$ cat src/rtl/imu_fp16_converter.sv
// imu_fp16_converter
//   Converts a stream of six signed 16-bit IMU words (ax, ay, az, gx, gy, gz)
//   into IEEE half-precision values and presents them as one frame.
//   Each word is normalised one bit per cycle. The first word after a frame
//   hand-off, or any word flagged with raw_first, lands in the ax slot.
//
// Parameters
//   ACCEL_EXP_ADJ : power-of-two scale for words 0-2 (-14 maps 16384 to 1.0)
//   GYRO_EXP_ADJ  : power-of-two scale for words 3-5
//
// Ports
//   clk, resetn      : rising-edge clock, synchronous active-low reset
//   raw_data         : signed two's-complement sensor word
//   raw_valid        : raw_data valid
//   raw_first        : raw_data is accel_x (frame start)
//   raw_ready        : a word is accepted this cycle
//   out_ax..out_gz   : half-precision results
//   out_valid        : a complete frame is held
//   out_ready        : consumer takes the held frame
//   out_sat          : a word of the current frame was clamped
//   resync_pulse     : one-cycle pulse when the slot index is forced back to ax
module imu_fp16_converter #(
  parameter int ACCEL_EXP_ADJ = -14,
  parameter int GYRO_EXP_ADJ  = -13
) (
  input  logic        clk,
  input  logic        resetn,
  input  logic [15:0] raw_data,
  input  logic        raw_valid,
  input  logic        raw_first,
  output logic        raw_ready,
  output logic [15:0] out_ax,
  output logic [15:0] out_ay,
  output logic [15:0] out_az,
  output logic [15:0] out_gx,
  output logic [15:0] out_gy,
  output logic [15:0] out_gz,
  output logic        out_valid,
  input  logic        out_ready,
  output logic        out_sat,
  output logic        resync_pulse
);

  typedef enum logic [1:0] {ACCEPT, NORM, PACK, HOLD} state_t;

  localparam logic signed [9:0] ACCEL_ADJ = 10'(ACCEL_EXP_ADJ);
  localparam logic signed [9:0] GYRO_ADJ  = 10'(GYRO_EXP_ADJ);

  state_t      r_state;
  logic        r_sign;
  logic [15:0] r_mag;
  logic [3:0]  r_shiftCnt;
  logic [2:0]  r_idx;
  logic [15:0] r_slot [0:5];
  logic        r_outValid;
  logic        r_outSat;
  logic        r_resync;

  logic [15:0]       w_absData;
  logic signed [9:0] w_adj;
  logic signed [9:0] w_exp;
  logic [15:0]       w_packed;
  logic              w_packSat;

  // Magnitude as unsigned 16 bits so -32768 becomes 0x8000 without overflow.
  assign w_absData = raw_data[15] ? (~raw_data + 16'd1) : raw_data;

  assign w_adj = (r_idx < 3'd3) ? ACCEL_ADJ : GYRO_ADJ;

  // MSB position is 15 - shiftCnt, so the biased exponent p + 15 + adj
  // reduces to 30 - shiftCnt + adj.
  assign w_exp = 10'sd30 - $signed({6'd0, r_shiftCnt}) + w_adj;

  // Half-precision encoding of the normalised magnitude, clamping to the
  // largest finite value on overflow and to signed zero on underflow.
  always_comb begin
    w_packed  = 16'h0000;
    w_packSat = 1'b0;
    if (r_mag == 16'h0000) begin
      w_packed = 16'h0000;
    end else if (w_exp >= 10'sd31) begin
      w_packed  = {r_sign, 15'h7BFF};
      w_packSat = 1'b1;
    end else if (w_exp <= 10'sd0) begin
      w_packed  = {r_sign, 15'h0000};
      w_packSat = 1'b1;
    end else begin
      w_packed = {r_sign, w_exp[4:0], r_mag[14:5]};
    end
  end

  // Control FSM and datapath registers.
  always_ff @(posedge clk) begin
    if (!resetn) begin
      r_state    <= ACCEPT;
      r_sign     <= 1'b0;
      r_mag      <= 16'h0000;
      r_shiftCnt <= 4'd0;
      r_idx      <= 3'd0;
      r_outValid <= 1'b0;
      r_outSat   <= 1'b0;
      r_resync   <= 1'b0;
      for (int i = 0; i < 6; i++) begin
        r_slot[i] <= 16'h0000;
      end
    end else begin
      r_resync <= 1'b0;
      case (r_state)
        ACCEPT: begin
          if (raw_valid) begin
            // A frame-start word arriving mid-frame restarts the frame at ax.
            if (raw_first && (r_idx != 3'd0)) begin
              r_idx    <= 3'd0;
              r_resync <= 1'b1;
              r_outSat <= 1'b0;
            end
            r_sign     <= raw_data[15];
            r_mag      <= w_absData;
            r_shiftCnt <= 4'd0;
            r_state    <= (w_absData != 16'h0000) ? NORM : PACK;
          end
        end
        NORM: begin
          if (r_mag[15]) begin
            r_state <= PACK;
          end else begin
            r_mag      <= {r_mag[14:0], 1'b0};
            r_shiftCnt <= r_shiftCnt + 4'd1;
          end
        end
        PACK: begin
          r_slot[r_idx] <= w_packed;
          if (w_packSat) begin
            r_outSat <= 1'b1;
          end
          if (r_idx == 3'd5) begin
            r_outValid <= 1'b1;
            r_state    <= HOLD;
          end else begin
            r_idx   <= r_idx + 3'd1;
            r_state <= ACCEPT;
          end
        end
        HOLD: begin
          if (out_ready) begin
            r_outValid <= 1'b0;
            r_outSat   <= 1'b0;
            r_idx      <= 3'd0;
            r_state    <= ACCEPT;
          end
        end
        default: r_state <= ACCEPT;
      endcase
    end
  end

  assign raw_ready    = (r_state == ACCEPT);
  assign out_ax       = r_slot[0];
  assign out_ay       = r_slot[1];
  assign out_az       = r_slot[2];
  assign out_gx       = r_slot[3];
  assign out_gy       = r_slot[4];
  assign out_gz       = r_slot[5];
  assign out_valid    = r_outValid;
  assign out_sat      = r_outSat;
  assign resync_pulse = r_resync;

endmodule

$ cat config.mk
export PLATFORM = sky130hd
export DESIGN_NAME = imu_fp16_converter
export DESIGN_NICKNAME = d
export VERILOG_FILES = /design/src/rtl/imu_fp16_converter.sv
export SDC_FILE = /design/constraint.sdc
export NUM_CORES = 1
export LEC_CHECK = 0
export BUFFER_PORTS_ARGS = -buffer_cell sky130_fd_sc_hd__buf_2
export CORE_MARGIN = 8
export CORE_UTILIZATION = 55
export CTS_BUF_LIST = sky130_fd_sc_hd__clkbuf_8
export DETAILED_ROUTE_END_ITERATION = 8
export PLACE_DENSITY_LB_ADDON = 0.05
export SYNTH_ARGS = -nofsm -noshare
export SYNTH_HDL_FRONTEND = slang
export SYNTH_SLANG_ARGS = --single-unit
$ cat constraint.sdc
create_clock -name clk -period 3.5 [get_ports clk]
set_input_delay 0.35 -clock clk [delete_from_list [all_inputs] [get_ports clk]]
set_output_delay 0.35 -clock clk [all_outputs]
set_load 0.05 [all_outputs]
==> impl_results.md <==
* Setup tns final at 0 ns
* Post-route ant nets at 0
* Clock root cell: clkbuf_8
* Worst slack, placed at 0.466 ns
* FP Rows at 37
* NumNets Final at around 670
* Clock Path Buffers at 2
* RSZ-0062 raised after global routing: no
* Die H at 119 um
* Syn nets at between 500 and 600
* Port bufs at between 100 and 150
* Min Tclk post-route at between 3 and 4 ns
* Register area share after synthesis at 59.3%
* Min-delay src: raw_first
* Layout area overhead at 19.3%
* Critical Path RT at 3.66 ns
* Total number of vias at about 4,700
* Synth Cell Area at 5840 um2
* Post-CTS setup buffers at 0
* CP Cell Sequence: inv_1 -> o21ai_0 -> ha_1 -> inv_1 -> ha_1 -> xor3_1 -> nor3b_1 -> o31ai_1 -> buf_4 -> o211ai_1 -> a21oi_1
* Hold-fix buffers, CTS at 0
* Worst-path clk slew at roughly 0.070 ns
* Status: complete, no violations
* Period utilization at 88.2%
* Hpwl dp at 11.0 mm
* R2r startpoint: r_idx[0]$_SDFFE_PN0P_
* Drt wl/cell at 19.5 um
* FF+latch count, synth at 125
* Drt first pass iters at 5
* Syn Area/Cell at roughly 11 um2
* Worst relative slew slack at between 20% and 30%
* GRT Total Usage at 21.8%
* Final Hold Fails at 0
* Largest net degree at the start of global routing at 61
* Antenna Diode Count at 0
* Crit-path max cell delay at 0.64 ns
* Synthesized netlist cell count at 522
* Number of synthesized flops with an enable pin at 96
* Worst-Margin Slew at approximately 1.1 ns
* Total CTS buffers at 17
* Crit. End Element: flip-flop
* First-pass GRT wire length at between 20 and 25 mm
* Worst EP arrival at 3.24 ns
* Number of global-route vias before repair at around 4,600
* Peak Freq at 324 MHz
* Layout cell share with drive strength beyond 1 at 27.2%
* Initial DRC Count at 446
* DIE WIDTH at 119 um
* Post-CTS Resized at 0
* VDD IR-drop max at 0.224 mV
* Die ar. at 14,200 um2
* Most numerous cell in the Yosys netlist: edfxtp_1
* GPL Wtd Cong at 0.887
* Synth area leaders: edfxtp_1 (49%), dfxtp_1 (9.9%), a21oi_1 (5.9%)
* Slowest cell on crit path: o211ai_1
* Initial antenna violation count at 0
* Top Ports at 121
* Setup WS post-layout at 0.411 ns
* Worst path top cell family by delay: compound AO/OA/AOI/OAI gates
* Prevailing post-synth register cell: edfxtp_1
* CP startpoint kind: flip-flop
* Dominant cell type by area after synthesis: edfxtp_1
* Clock tree from TritonCTS: yes
* DR vias/cell at roughly 5.9
* Final wirelength at 15.3 mm
* Top-area cell type share of the netlist area at 49.4%
* Leakage at 0.00276 uW
* Endpoints failing setup at 0
* HP Class: in -> reg
* Max-cap violations at 0
* Synth cell count leaders: edfxtp_1 (96), a21oi_1 (69), nor2_1 (44)
* Layout Skew at 0.0123 ns
* Post-synth ARST share at 0%
* Setup CP Type: reg -> reg
* Synth cell types at 64
* Max-slew violations at 0
* Worst setup path start: r_idx[0]$_SDFFE_PN0P_
* Worst skew pair latency at 0.44 ns
* Initial cell density of the core at a little under three fifths
* Clk sink count at ~130
* Total gr overflow at 0
* DRC viols at 0
* Crit-path max FO at 12
* WP buf/inv at 3
* Yosys warnings at 0
* H-tree Lvls at 4
* CORE AREA at a little over 10,000 um2
* PwrDens at around 490 nW/um2
## worst min-delay path: stages
cell     delay, ns
buf_2         0.11
nand3_1       0.07
nor2_1        0.04
## worst paths after layout
check	to	slack, ns	cells past startpoint
setup / recovery	r_slot[4][2]$_SDFFCE_PN0P_	0.41	11
hold / removal	resync_pulse$_SDFF_PN0_	0.17	3
setup reg to reg	r_slot[4][2]$_SDFFCE_PN0P_	0.41	11
hold reg to reg	out_valid$_SDFFE_PN0P_	0.48	2
## through the flow
stage          instances  hold WS [ns]  total power [uW]  instance area, um2  utilization, %
6_report             786         0.165              3440                6970            67.5
5_1_grt              786         0.153              3560                6970            67.5
4_1_cts              786         0.151              3450                6970            67.5
3_5_place_dp         754         0.471              2190                6560            63.5
3_3_place_gp         754         0.450              2180                6560            63.5
2_1_floorplan        522         0.444              2050                5840               -
## registers in the layout (all words and copies together), names as in the netlist
register / cells
out_sat: 1
r_idx: 3
r_slot: 96
r_sign: 1
out_valid: 1
resync_pulse: 1
r_state: 2
r_mag: 16
r_shiftCnt: 4
## power breakdown
group	switching, uW	total (uW)	internal, uW
Sequential	41.6	1690	1650
Combinational	342	467	125
Clock	581	1280	701
## layer usage
metal | wire, um | vias to the layer above | GRT usage (%)
met5 | 0 | - | 0
met3 | 1350 | 30 | 6.38
li1 | - | 2196 | -
met1 | 6020 | 2209 | 24.8
met2 | 7640 | 235 | 36.8
met4 | 340 | 0 | 10.7
## area by class of cell
type                       instances  area [um2]
sequential                       125        3460
clock buffer                      17         234
tap                              136         170
inverter                          15        56.3
timing repair buffer             132         691
clock inverter                    15         171
multi-input combinational        346        2180
fill                             802        3360
## cells by family after synthesis
group	count (synthesis)	synth area share, %
AO/OA/AOI/OAI	162	17.5
AND/OR/NAND/NOR	159	15.1
flip-flops	125	59.3
buffers and inverters	51	3.45
XOR/XNOR	14	2.36
adder cells (fa/ha/maj)	7	1.50
multiplexers	4	0.686
## cell usage in the layout (no fill, tap or decap), types with 4 or more instances in the layout
cell type / n
buf_2: 120
edfxtp_1: 96
a21oi_1: 69
nor2_1: 44
dfxtp_1: 29
o21ai_0: 26
nand2_1: 19
clkbuf_8: 17
o211ai_1: 15
and2_1: 15
inv_1: 14
nor2b_1: 14
a22oi_1: 12
buf_4: 12
nand3_1: 10
xor2_1: 8
nor3_1: 7
nand2b_1: 7
ha_1: 7
a21boi_0: 6
nor4_1: 5
or2_2: 5
xnor2_1: 5
and3_1: 4
or4_1: 4
a31oi_1: 4
mux2i_1: 4
clkinvlp_4: 4
No activity file was read; power rests on OpenSTA's default activity.
